### src/rtl/uart_tx_frame.sv
// AXI4-Stream to UART serializer: 5..9 data bits, none/even/odd/mark parity, 1 or 2 stop bits, line break.
// Define UART_TX_FIFO_EN to place a FIFO_DEPTH-entry input FIFO in front of the frame FSM.
module uart_tx_frame #(
  parameter int DATA_WIDTH = 8,
  parameter int FIFO_DEPTH = 16
) (
  input  logic                          clk,
  input  logic                          rst,
  input  logic [DATA_WIDTH-1:0]         s_axis_tdata,
  input  logic                          s_axis_tvalid,
  output logic                          s_axis_tready,
  output logic                          txd,
  output logic                          busy,
  output logic                          tx_done,
  output logic [$clog2(FIFO_DEPTH):0]   fifo_count,
  input  logic [1:0]                    parity_mode,
  input  logic                          stop2,
  input  logic                          break_req,
  input  logic [15:0]                   prescale
);

  localparam int CNT_W = $clog2(FIFO_DEPTH) + 1;
  localparam logic [3:0] LAST_IDX = 4'(DATA_WIDTH - 1);

  typedef enum logic [2:0] {
    ST_IDLE, ST_START, ST_DATA, ST_PARITY, ST_STOP, ST_BREAK
  } state_t;

  function automatic logic [18:0] bit_reload(input logic [15:0] pre);
    logic [15:0] p;
    p = (pre == 16'd0) ? 16'd1 : pre;
    return {p, 3'b000} - 19'd1;
  endfunction

  function automatic logic parity_bit(input logic [1:0] mode, input logic [DATA_WIDTH-1:0] d);
    case (mode)
      2'b01:   parity_bit = ^d;
      2'b10:   parity_bit = ~(^d);
      2'b11:   parity_bit = 1'b1;
      default: parity_bit = 1'b0;
    endcase
  endfunction

  state_t                state_r, state_nxt_s;
  logic [18:0]           cnt_r, cnt_nxt_s, reload_r;
  logic [3:0]            idx_r, idx_nxt_s;
  logic                  brk_phase_r, brk_phase_nxt_s;
  logic [DATA_WIDTH-1:0] shreg_r, shreg_nxt_s;
  logic                  par_en_r, par_bit_r, stop2_r;
  logic                  txd_r, tx_done_r, busy_r, tready_r;
  logic                  txd_nxt_s, done_nxt_s;
  logic                  decide_s, start_s;
  logic                  push_s, word_avail_s, pending_nxt_s, tready_nxt_s;
  logic [DATA_WIDTH-1:0] word_s;
  logic [3:0]            last_stop_s;

  assign last_stop_s = stop2_r ? 4'd1 : 4'd0;
  assign push_s      = s_axis_tvalid && tready_r;

  // Frame sequencing; decide_s marks a point where a new frame or break may begin
  always_comb begin
    state_nxt_s     = state_r;
    cnt_nxt_s       = cnt_r;
    idx_nxt_s       = idx_r;
    brk_phase_nxt_s = brk_phase_r;
    shreg_nxt_s     = shreg_r;
    decide_s        = 1'b0;
    start_s         = 1'b0;
    case (state_r)
      ST_IDLE: decide_s = 1'b1;
      ST_START: begin
        if (cnt_r == 19'd0) begin
          state_nxt_s = ST_DATA;
          idx_nxt_s   = 4'd0;
          cnt_nxt_s   = reload_r;
        end else begin
          cnt_nxt_s = cnt_r - 19'd1;
        end
      end
      ST_DATA: begin
        if (cnt_r == 19'd0) begin
          cnt_nxt_s = reload_r;
          if (idx_r == LAST_IDX) begin
            idx_nxt_s   = 4'd0;
            state_nxt_s = par_en_r ? ST_PARITY : ST_STOP;
          end else begin
            idx_nxt_s   = idx_r + 4'd1;
            shreg_nxt_s = {1'b0, shreg_r[DATA_WIDTH-1:1]};
          end
        end else begin
          cnt_nxt_s = cnt_r - 19'd1;
        end
      end
      ST_PARITY: begin
        if (cnt_r == 19'd0) begin
          state_nxt_s = ST_STOP;
          idx_nxt_s   = 4'd0;
          cnt_nxt_s   = reload_r;
        end else begin
          cnt_nxt_s = cnt_r - 19'd1;
        end
      end
      ST_STOP: begin
        if (cnt_r == 19'd0) begin
          if (idx_r == last_stop_s) begin
            decide_s = 1'b1;
          end else begin
            idx_nxt_s = idx_r + 4'd1;
            cnt_nxt_s = reload_r;
          end
        end else begin
          cnt_nxt_s = cnt_r - 19'd1;
        end
      end
      ST_BREAK: begin
        if (!brk_phase_r) begin
          if (!break_req) begin
            brk_phase_nxt_s = 1'b1;
            cnt_nxt_s       = bit_reload(prescale);
          end else begin
            brk_phase_nxt_s = 1'b0;
          end
        end else if (cnt_r == 19'd0) begin
          state_nxt_s     = ST_IDLE;
          brk_phase_nxt_s = 1'b0;
        end else begin
          cnt_nxt_s = cnt_r - 19'd1;
        end
      end
      default: state_nxt_s = ST_IDLE;
    endcase
    if (decide_s) begin
      if (break_req) begin
        state_nxt_s     = ST_BREAK;
        brk_phase_nxt_s = 1'b0;
      end else if (word_avail_s) begin
        start_s     = 1'b1;
        state_nxt_s = ST_START;
        cnt_nxt_s   = bit_reload(prescale);
        idx_nxt_s   = 4'd0;
        shreg_nxt_s = word_s;
      end else begin
        state_nxt_s = ST_IDLE;
      end
    end else begin
      start_s = 1'b0;
    end
  end

  // Output values for the coming cycle, derived from next state so txd tracks the FSM without lag
  always_comb begin
    case (state_nxt_s)
      ST_IDLE:   txd_nxt_s = 1'b1;
      ST_START:  txd_nxt_s = 1'b0;
      ST_DATA:   txd_nxt_s = shreg_nxt_s[0];
      ST_PARITY: txd_nxt_s = par_bit_r;
      ST_STOP:   txd_nxt_s = 1'b1;
      ST_BREAK:  txd_nxt_s = brk_phase_nxt_s;
      default:   txd_nxt_s = 1'b1;
    endcase
    done_nxt_s = (state_nxt_s == ST_STOP) && (idx_nxt_s == last_stop_s) && (cnt_nxt_s == 19'd0);
  end

`ifdef UART_TX_FIFO_EN
  localparam int PTR_W = $clog2(FIFO_DEPTH);

  logic [DATA_WIDTH-1:0] mem_r [FIFO_DEPTH];
  logic [PTR_W-1:0]      wr_ptr_r, rd_ptr_r;
  logic [CNT_W-1:0]      count_r, count_nxt_s;

  assign word_avail_s  = (count_r != {CNT_W{1'b0}});
  assign word_s        = mem_r[rd_ptr_r];
  assign pending_nxt_s = (count_nxt_s != {CNT_W{1'b0}});
  assign tready_nxt_s  = (count_nxt_s != CNT_W'(FIFO_DEPTH)) && (state_nxt_s != ST_BREAK);
  assign fifo_count    = count_r;

  // Occupancy after this cycle's push/pop
  always_comb begin
    case ({push_s, start_s})
      2'b10:   count_nxt_s = count_r + {{(CNT_W-1){1'b0}}, 1'b1};
      2'b01:   count_nxt_s = count_r - {{(CNT_W-1){1'b0}}, 1'b1};
      default: count_nxt_s = count_r;
    endcase
  end

  // FIFO pointers and occupancy
  always_ff @(posedge clk or posedge rst) begin
    if (rst) begin
      wr_ptr_r <= {PTR_W{1'b0}};
      rd_ptr_r <= {PTR_W{1'b0}};
      count_r  <= {CNT_W{1'b0}};
    end else begin
      count_r <= count_nxt_s;
      if (push_s) wr_ptr_r <= wr_ptr_r + {{(PTR_W-1){1'b0}}, 1'b1};
      if (start_s) rd_ptr_r <= rd_ptr_r + {{(PTR_W-1){1'b0}}, 1'b1};
    end
  end

  // FIFO storage
  always_ff @(posedge clk) begin
    if (push_s) mem_r[wr_ptr_r] <= s_axis_tdata;
  end
`else
  logic                  hold_valid_r, hold_valid_nxt_s;
  logic [DATA_WIDTH-1:0] hold_r;

  // A word handshaken in the same cycle a break wins is parked here rather than lost
  assign word_avail_s     = hold_valid_r || push_s;
  assign word_s           = hold_valid_r ? hold_r : s_axis_tdata;
  assign hold_valid_nxt_s = hold_valid_r ? !start_s : (push_s && !start_s);
  assign pending_nxt_s    = hold_valid_nxt_s;
  assign tready_nxt_s     = (state_nxt_s == ST_IDLE) && !break_req && !hold_valid_nxt_s;
  assign fifo_count       = {CNT_W{1'b0}};

  // Parked word register
  always_ff @(posedge clk or posedge rst) begin
    if (rst) begin
      hold_valid_r <= 1'b0;
      hold_r       <= {DATA_WIDTH{1'b0}};
    end else begin
      hold_valid_r <= hold_valid_nxt_s;
      if (push_s && !start_s) hold_r <= s_axis_tdata;
    end
  end
`endif

  // FSM state, bit timer, frame configuration latches and registered outputs
  always_ff @(posedge clk or posedge rst) begin
    if (rst) begin
      state_r     <= ST_IDLE;
      cnt_r       <= 19'd0;
      reload_r    <= 19'd0;
      idx_r       <= 4'd0;
      brk_phase_r <= 1'b0;
      shreg_r     <= {DATA_WIDTH{1'b0}};
      par_en_r    <= 1'b0;
      par_bit_r   <= 1'b0;
      stop2_r     <= 1'b0;
      txd_r       <= 1'b1;
      tx_done_r   <= 1'b0;
      busy_r      <= 1'b0;
      tready_r    <= 1'b0;
    end else begin
      state_r     <= state_nxt_s;
      cnt_r       <= cnt_nxt_s;
      idx_r       <= idx_nxt_s;
      brk_phase_r <= brk_phase_nxt_s;
      shreg_r     <= shreg_nxt_s;
      txd_r       <= txd_nxt_s;
      tx_done_r   <= done_nxt_s;
      busy_r      <= (state_nxt_s != ST_IDLE) || pending_nxt_s;
      tready_r    <= tready_nxt_s;
      if (start_s) begin
        par_en_r  <= (parity_mode != 2'b00);
        par_bit_r <= parity_bit(parity_mode, word_s);
        stop2_r   <= stop2;
        reload_r  <= bit_reload(prescale);
      end
    end
  end

  assign txd           = txd_r;
  assign tx_done       = tx_done_r;
  assign busy          = busy_r;
  assign s_axis_tready = tready_r;

endmodule

### config.mk
export PLATFORM = sky130hd
export DESIGN_NAME = uart_tx_frame
export DESIGN_NICKNAME = d
export VERILOG_FILES = /design/src/rtl/uart_tx_frame.sv
export SDC_FILE = /design/constraint.sdc
export NUM_CORES = 1
export LEC_CHECK = 0
export ABC_AREA = 0
export CORE_MARGIN = 2
export CORE_UTILIZATION = 28
export DETAILED_ROUTE_END_ITERATION = 10
export SLEW_MARGIN = 25
export SYNTH_ARGS = -nofsm -noshare
export SYNTH_HDL_FRONTEND = slang
export SYNTH_SLANG_ARGS = --single-unit
### constraint.sdc
create_clock -name clk -period 3.8 [get_ports clk]
set_input_delay 0.38 -clock clk [delete_from_list [all_inputs] [get_ports clk]]
set_output_delay 0.38 -clock clk [all_outputs]
set_load 0.03 [all_outputs]
Yosys cells after proc, flatten, opt, wreduce, memory -nomap -nowiden --
Cells that the tools add are included.
Storage, ports and cells: register bits 70, bits in latches 0, RAM bits 0, memory bits (read-only) 0, input bits 31, memories kept 0
Operators by class: $add $sub $neg 3, multipliers 0, div/mod/pow operators 0, magnitude comparators 0, eq/ne operators 16, shift-type cells 0, multiplexer cells 54, bitwise gates (word level) 1, reduce and logical (&&, ||, !) cells 22
Operators with widths (number):
- $mux W19 | 9
- $pmux W19 S3 | 1
- $mux W8 | 7
- $logic_not A19 Y1 | 2
- $sub A19 B1 Y19 const B | 2
- $mux W4 | 8
- $mux W3 | 9
- $logic_not A16 Y1 | 1
- $mux W16 | 1
- $pmux W3 S5 | 1
- $mux W1 | 14
- $eq A3 B2 Y1 const B | 4
- $eq A3 B3 Y1 const B | 4
- $pmux W4 S3 | 1
- $eq A4 B1 Y1 | 2
- $reduce_xor A8 Y1 | 1
- $eq A3 B1 Y1 const B | 2
- $logic_and A1 B1 Y1 | 6
- $logic_not A3 Y1 | 2
- $add A4 B1 Y4 const B | 1
- $eq A2 B2 Y1 const B | 2
- $eq A4 B3 Y1 const B | 1
- $pmux W1 S4 | 1
- $reduce_or A2 Y1 | 2
- other kinds (9) | 12

Depth between registers and ports, before layout --
word-level depth 11, depth in mapped cells 13, mapped depth without buffers 13

Least setup slack after synthesis --
Ideal clock, no wire load.
kind input to register, start in prescale[12], end reg tx_done_r, in the netlist tx_done, arrival 3205 ps, required time 3704 ps, setup slack 499 ps, stages on the path 13, path buffers 0, path through or4_1 -> nor3_1 -> a31oi_1 -> ha_1 -> or4b_1 -> nor3_1 -> xor2_1 -> o21a_1 -> a21oi_1 -> o21ai_1 -> or4_1 -> or3_1 -> nor4_2
Between the ends: longest elaborated chain between the ends 11
Ends and longest elaborated chain:
- start, declared | RTL line 19 | input logic [15:0] prescale
- $logic_not A16 Y1 | RTL line 31 | p = (pre == 16'd0) ? 16'd1 : pre;
- $mux W16 * | RTL line 31
- $sub A19 B1 Y19 * | RTL line 32 | return {p, 3'b000} - 19'd1;
- $mux W19 | RTL line 117 | if (!break_req) begin
- $mux W19 | RTL line 116 | if (!brk_phase_r) begin
- $pmux W19 S3 | RTL line 69 | case (state_r)
- $mux W19 | RTL line 136 | end else if (word_avail_s) begin
- $mux W19 | RTL line 133 | if (break_req) begin
- $mux W19 * | RTL line 132 | if (decide_s) begin
- via cnt_nxt_s[15] | RTL line 45 | logic [18:0] cnt_r, cnt_nxt_s, reload_r;
- $logic_not A19 Y1 * | RTL line 161 | done_nxt_s = (state_nxt_s == ST_STOP) && (idx_nxt_s == last_stop_s) && (cnt_nxt_s == 19'd0);
- $logic_and A1 B1 Y1 * | RTL line 161
- via done_nxt_s | RTL line 51 | logic txd_nxt_s, done_nxt_s;
- end signal, assigned | RTL line 250 | tx_done_r <= done_nxt_s;
- end, declared | RTL line 50 | logic txd_r, tx_done_r, busy_r, tready_r;
The timed path passes the listed nets; every way through them passes the cells marked *. A chain may end at the register's enable or synchronous reset.

Worst setup path in the final report --
Same ends and word-level chain as after synthesis.

==> impl_metrics.tcl <==
set metrics [dict create \
    status "finished clean" \
    critical-path-max-stage-delay_ns 0.55 \
    power_leakage_nw 2.57 \
    post_cts_buffers 0 \
    finalHoldViolations 0 \
    firstDrtPassIters 5 \
    maxCapViolCount 0 \
    cp.arrival_ns 3.82 \
    fin_nets 721 \
    cp.required_ns 4.05 \
    synth_area_per_cell_um2 8.27 \
    synthArstFlopShare 1.00 \
    endpoint_kind "flip-flop" \
    cp_max_fo 3 \
    path_clk_slew_ns 0.06 \
    drc 0 \
    slew-limit-headroom 0.432 \
    synth_area_leader_cell "dfrtp_1" \
    syn2layout_area_growth_pct 25.8 \
    grtUsageMet1 0.241 \
    num_rows 49 \
    drive_gt1_frac 0.188 \
    cts_sinks 68 \
    ir_drop_mv 0.171 \
    path_cells "clkdlybuf4s50_1, or4_1, nor3_1, a31oi_1, ha_1, or4b_1, nor3_1, xor2_1, o21a_1, a21oi_1, o21ai_1, or4_1, or3_1, nor4_2" \
    cts_buffers 9 \
    finalWirelength_um 16700 \
    core_area_um2 17800 \
    insertedDiodeCount 0 \
    synth_area_leaders "dfrtp_1 33%, nand2_1 6.2%, o21ai_0 4.5%" \
    grt_busiest_layer "met2" \
    criticalPathCategory "input port to flip-flop" \
    start_kind "input port" \
    die_y_um 138 \
    min_path_type "flip-flop to flip-flop" \
    grt_max_degree 69 \
    io_pins 40 \
    use_met2 0.260 \
    netlist_top_cells_count "83 x nand2_1, 67 x dfrtp_1, 45 x o21ai_0" \
    ctsHoldBuffers 0 \
    finalCritPeriodShare 0.940 \
    postRouteAntennaNets 0 \
    maxSlewViolCount 0 \
    synth_enable_flop_cells 0 \
    setup_tns_ns 0 \
    ys.flop_type "dfrtp_1" \
    postLayoutCoreUtil 0.356 \
    synthesis.area_um2 5040 \
    syn_inst 609 \
    hold_slack_ns 0.480 \
    synth_cell_type_count 74 \
    hpwl_um 12500 \
    power_density_nw_per_um2 272 \
    dp_slack_ns -0.137 \
    root_buffer "clkbuf_16" \
    clock_path_buffers 2 \
    clk_latency_ns 0.34 \
    min_period_ns 3.57 \
    setup_viol 0 \
    multi_input_area_um2 3090 \
    yosysMostFrequentCell "nand2_1" \
    vias_per_cell 5.64 \
    vias 5199 \
    grtUsageMet3 0.0291 \
    grt_usage 0.174 \
    grt-ovfl-total 0 \
    synth_top_cell_area_share 0.333 \
    max_clock_freq_ghz 0.280 \
    fill_cells 1834 \
    port-buffer-count 34 \
    rsz0062_at_grt "false" \
    die_w_um 138 \
    grt_pass1_wl_um 26800 \
    worst_pin_slew_ns 0.853 \
    grt_pass1_vias 4878 \
    design.die.area_um2 19100 \
    first_iter_violations 549 \
    avgRoutedWirePerCell_um 18.1 \
    place.gp.congestion 0.941 \
    ys_warn_count 0 \
    ys_seq_area_frac 0.338 \
    antenna_found_initial 0 \
    regArea_um2 1700 \
    synth_seq_cells 68 \
    fin_worst_skew_ns 0.00760 \
    cpMaxStageDelayCell "or4_1" \
    worst_slack_ns 0.229 \
    htreeDepth 3 \
    cts_tree "built" \
    start_util 0.283 \
]
metal layers:
metal | wire length (um) | vias up
met2 | 7160 | 255
li1 | - | 2429
met4 | 798 | 0
met1 | 7500 | 2455
met5 | 0 | -
met3 | 1200 | 60
where the power goes:
| part | total (mW) | switching [mW] | internal [mW] |
|---|---|---|---|
| combinational | 0.147 | 0.0771 | 0.0704 |
| sequential | 0.724 | 0 | 0.724 |
| clock | 0.850 | 0.327 | 0.523 |
| total | 1.72 | 0.404 | 1.32 |
cell type report:
cell class	count	share of cell area
Clock inverter	5	0.00829
Inverter	15	0.00888
Sequential cell	68	0.269
Clock buffer	11	0.0383
Tap cell	229	0.0452
Multi-Input combinational cell	484	0.488
Timing Repair Buffer	109	0.143
cells in the final DEF (no fill, tap or decap), types with 5 or more instances in the layout:
cell type / n
inv_1: 14
xnor2_1: 15
a21oi_1: 38
o31ai_1: 8
nand2b_1: 6
mux2_2: 19
a221oi_1: 7
o211ai_1: 8
o21a_1: 6
buf_4: 75
or2_2: 5
clkbuf_16: 9
a211o_1: 5
o21ai_1: 7
nor4_1: 14
a211oi_1: 7
nand4_1: 5
clkdlybuf4s50_1: 34
o22ai_1: 7
or4_1: 9
nand2_1: 82
or3_1: 11
o21ai_0: 45
nor3_1: 28
nand3_1: 14
o2111ai_1: 5
nor2_1: 30
conb_1: 5
mux2i_1: 13
xor2_1: 9
dfrtp_1: 67
a31oi_1: 8
through the flow:
stage          total power [mW]  std cells  area (um^2)
6_report                   1.72        921         6340
3_3_place_gp              0.886        905         6030
3_5_place_dp              0.885        905         6030
4_1_cts                    1.73        921         6330
5_1_grt                    1.77        921         6340
2_1_floorplan             0.806        613         5050
flip-flops by register name, indices dropped and copies added (netlist names), 3 cells and up:
| register | flops |
|---|---|
| cnt_r | 19 |
| idx_r | 4 |
| reload_r | 17 |
| shreg_r | 8 |
| hold_r | 8 |
| state_r | 3 |
worst max-delay path, delay by kind of cell:
kind	cells	cell delay, ns
compound gates	4	0.55
simple gates	7	2.10
xor+xnor	1	0.15
fa+ha+maj	1	0.24
buf+inv	1	0.42
path summary, 6_finish.rpt:
kind	startpoint	to	slack, ns	cells past startpoint
max in group asynchronous	rst	reload_r[16]	2.63	3
min reg2reg	reload_r[3]	reload_r[3]	0.48	2
min in group asynchronous	rst	hold_r[4]	0.62	3
max reg2reg	cnt_r[0]	tx_done	0.36	12
max	prescale[12]	tx_done	0.23	14
min	reload_r[3]	reload_r[3]	0.48	2
repair_timing:
item,in CTS,in global routing
endpoints found under the hold margin,0,0
endpoints found under the setup margin,0,1
resized for setup,0,2
cell families (layout without fill, tap and decap cells):
family          count (synthesis)  count (layout)  share of synthesized area
simple gates                  239             239                      0.255
compound gates                180             180                      0.233
flops                          68              68                      0.338
buf+inv                        61             140                     0.0527
mux                            33              33                     0.0705
xor+xnor                       24              24                     0.0417
fa+ha+maj                       3               3                    0.00745
other cells                     1               5                   0.000744
Power figures use the tool's default switching activity.
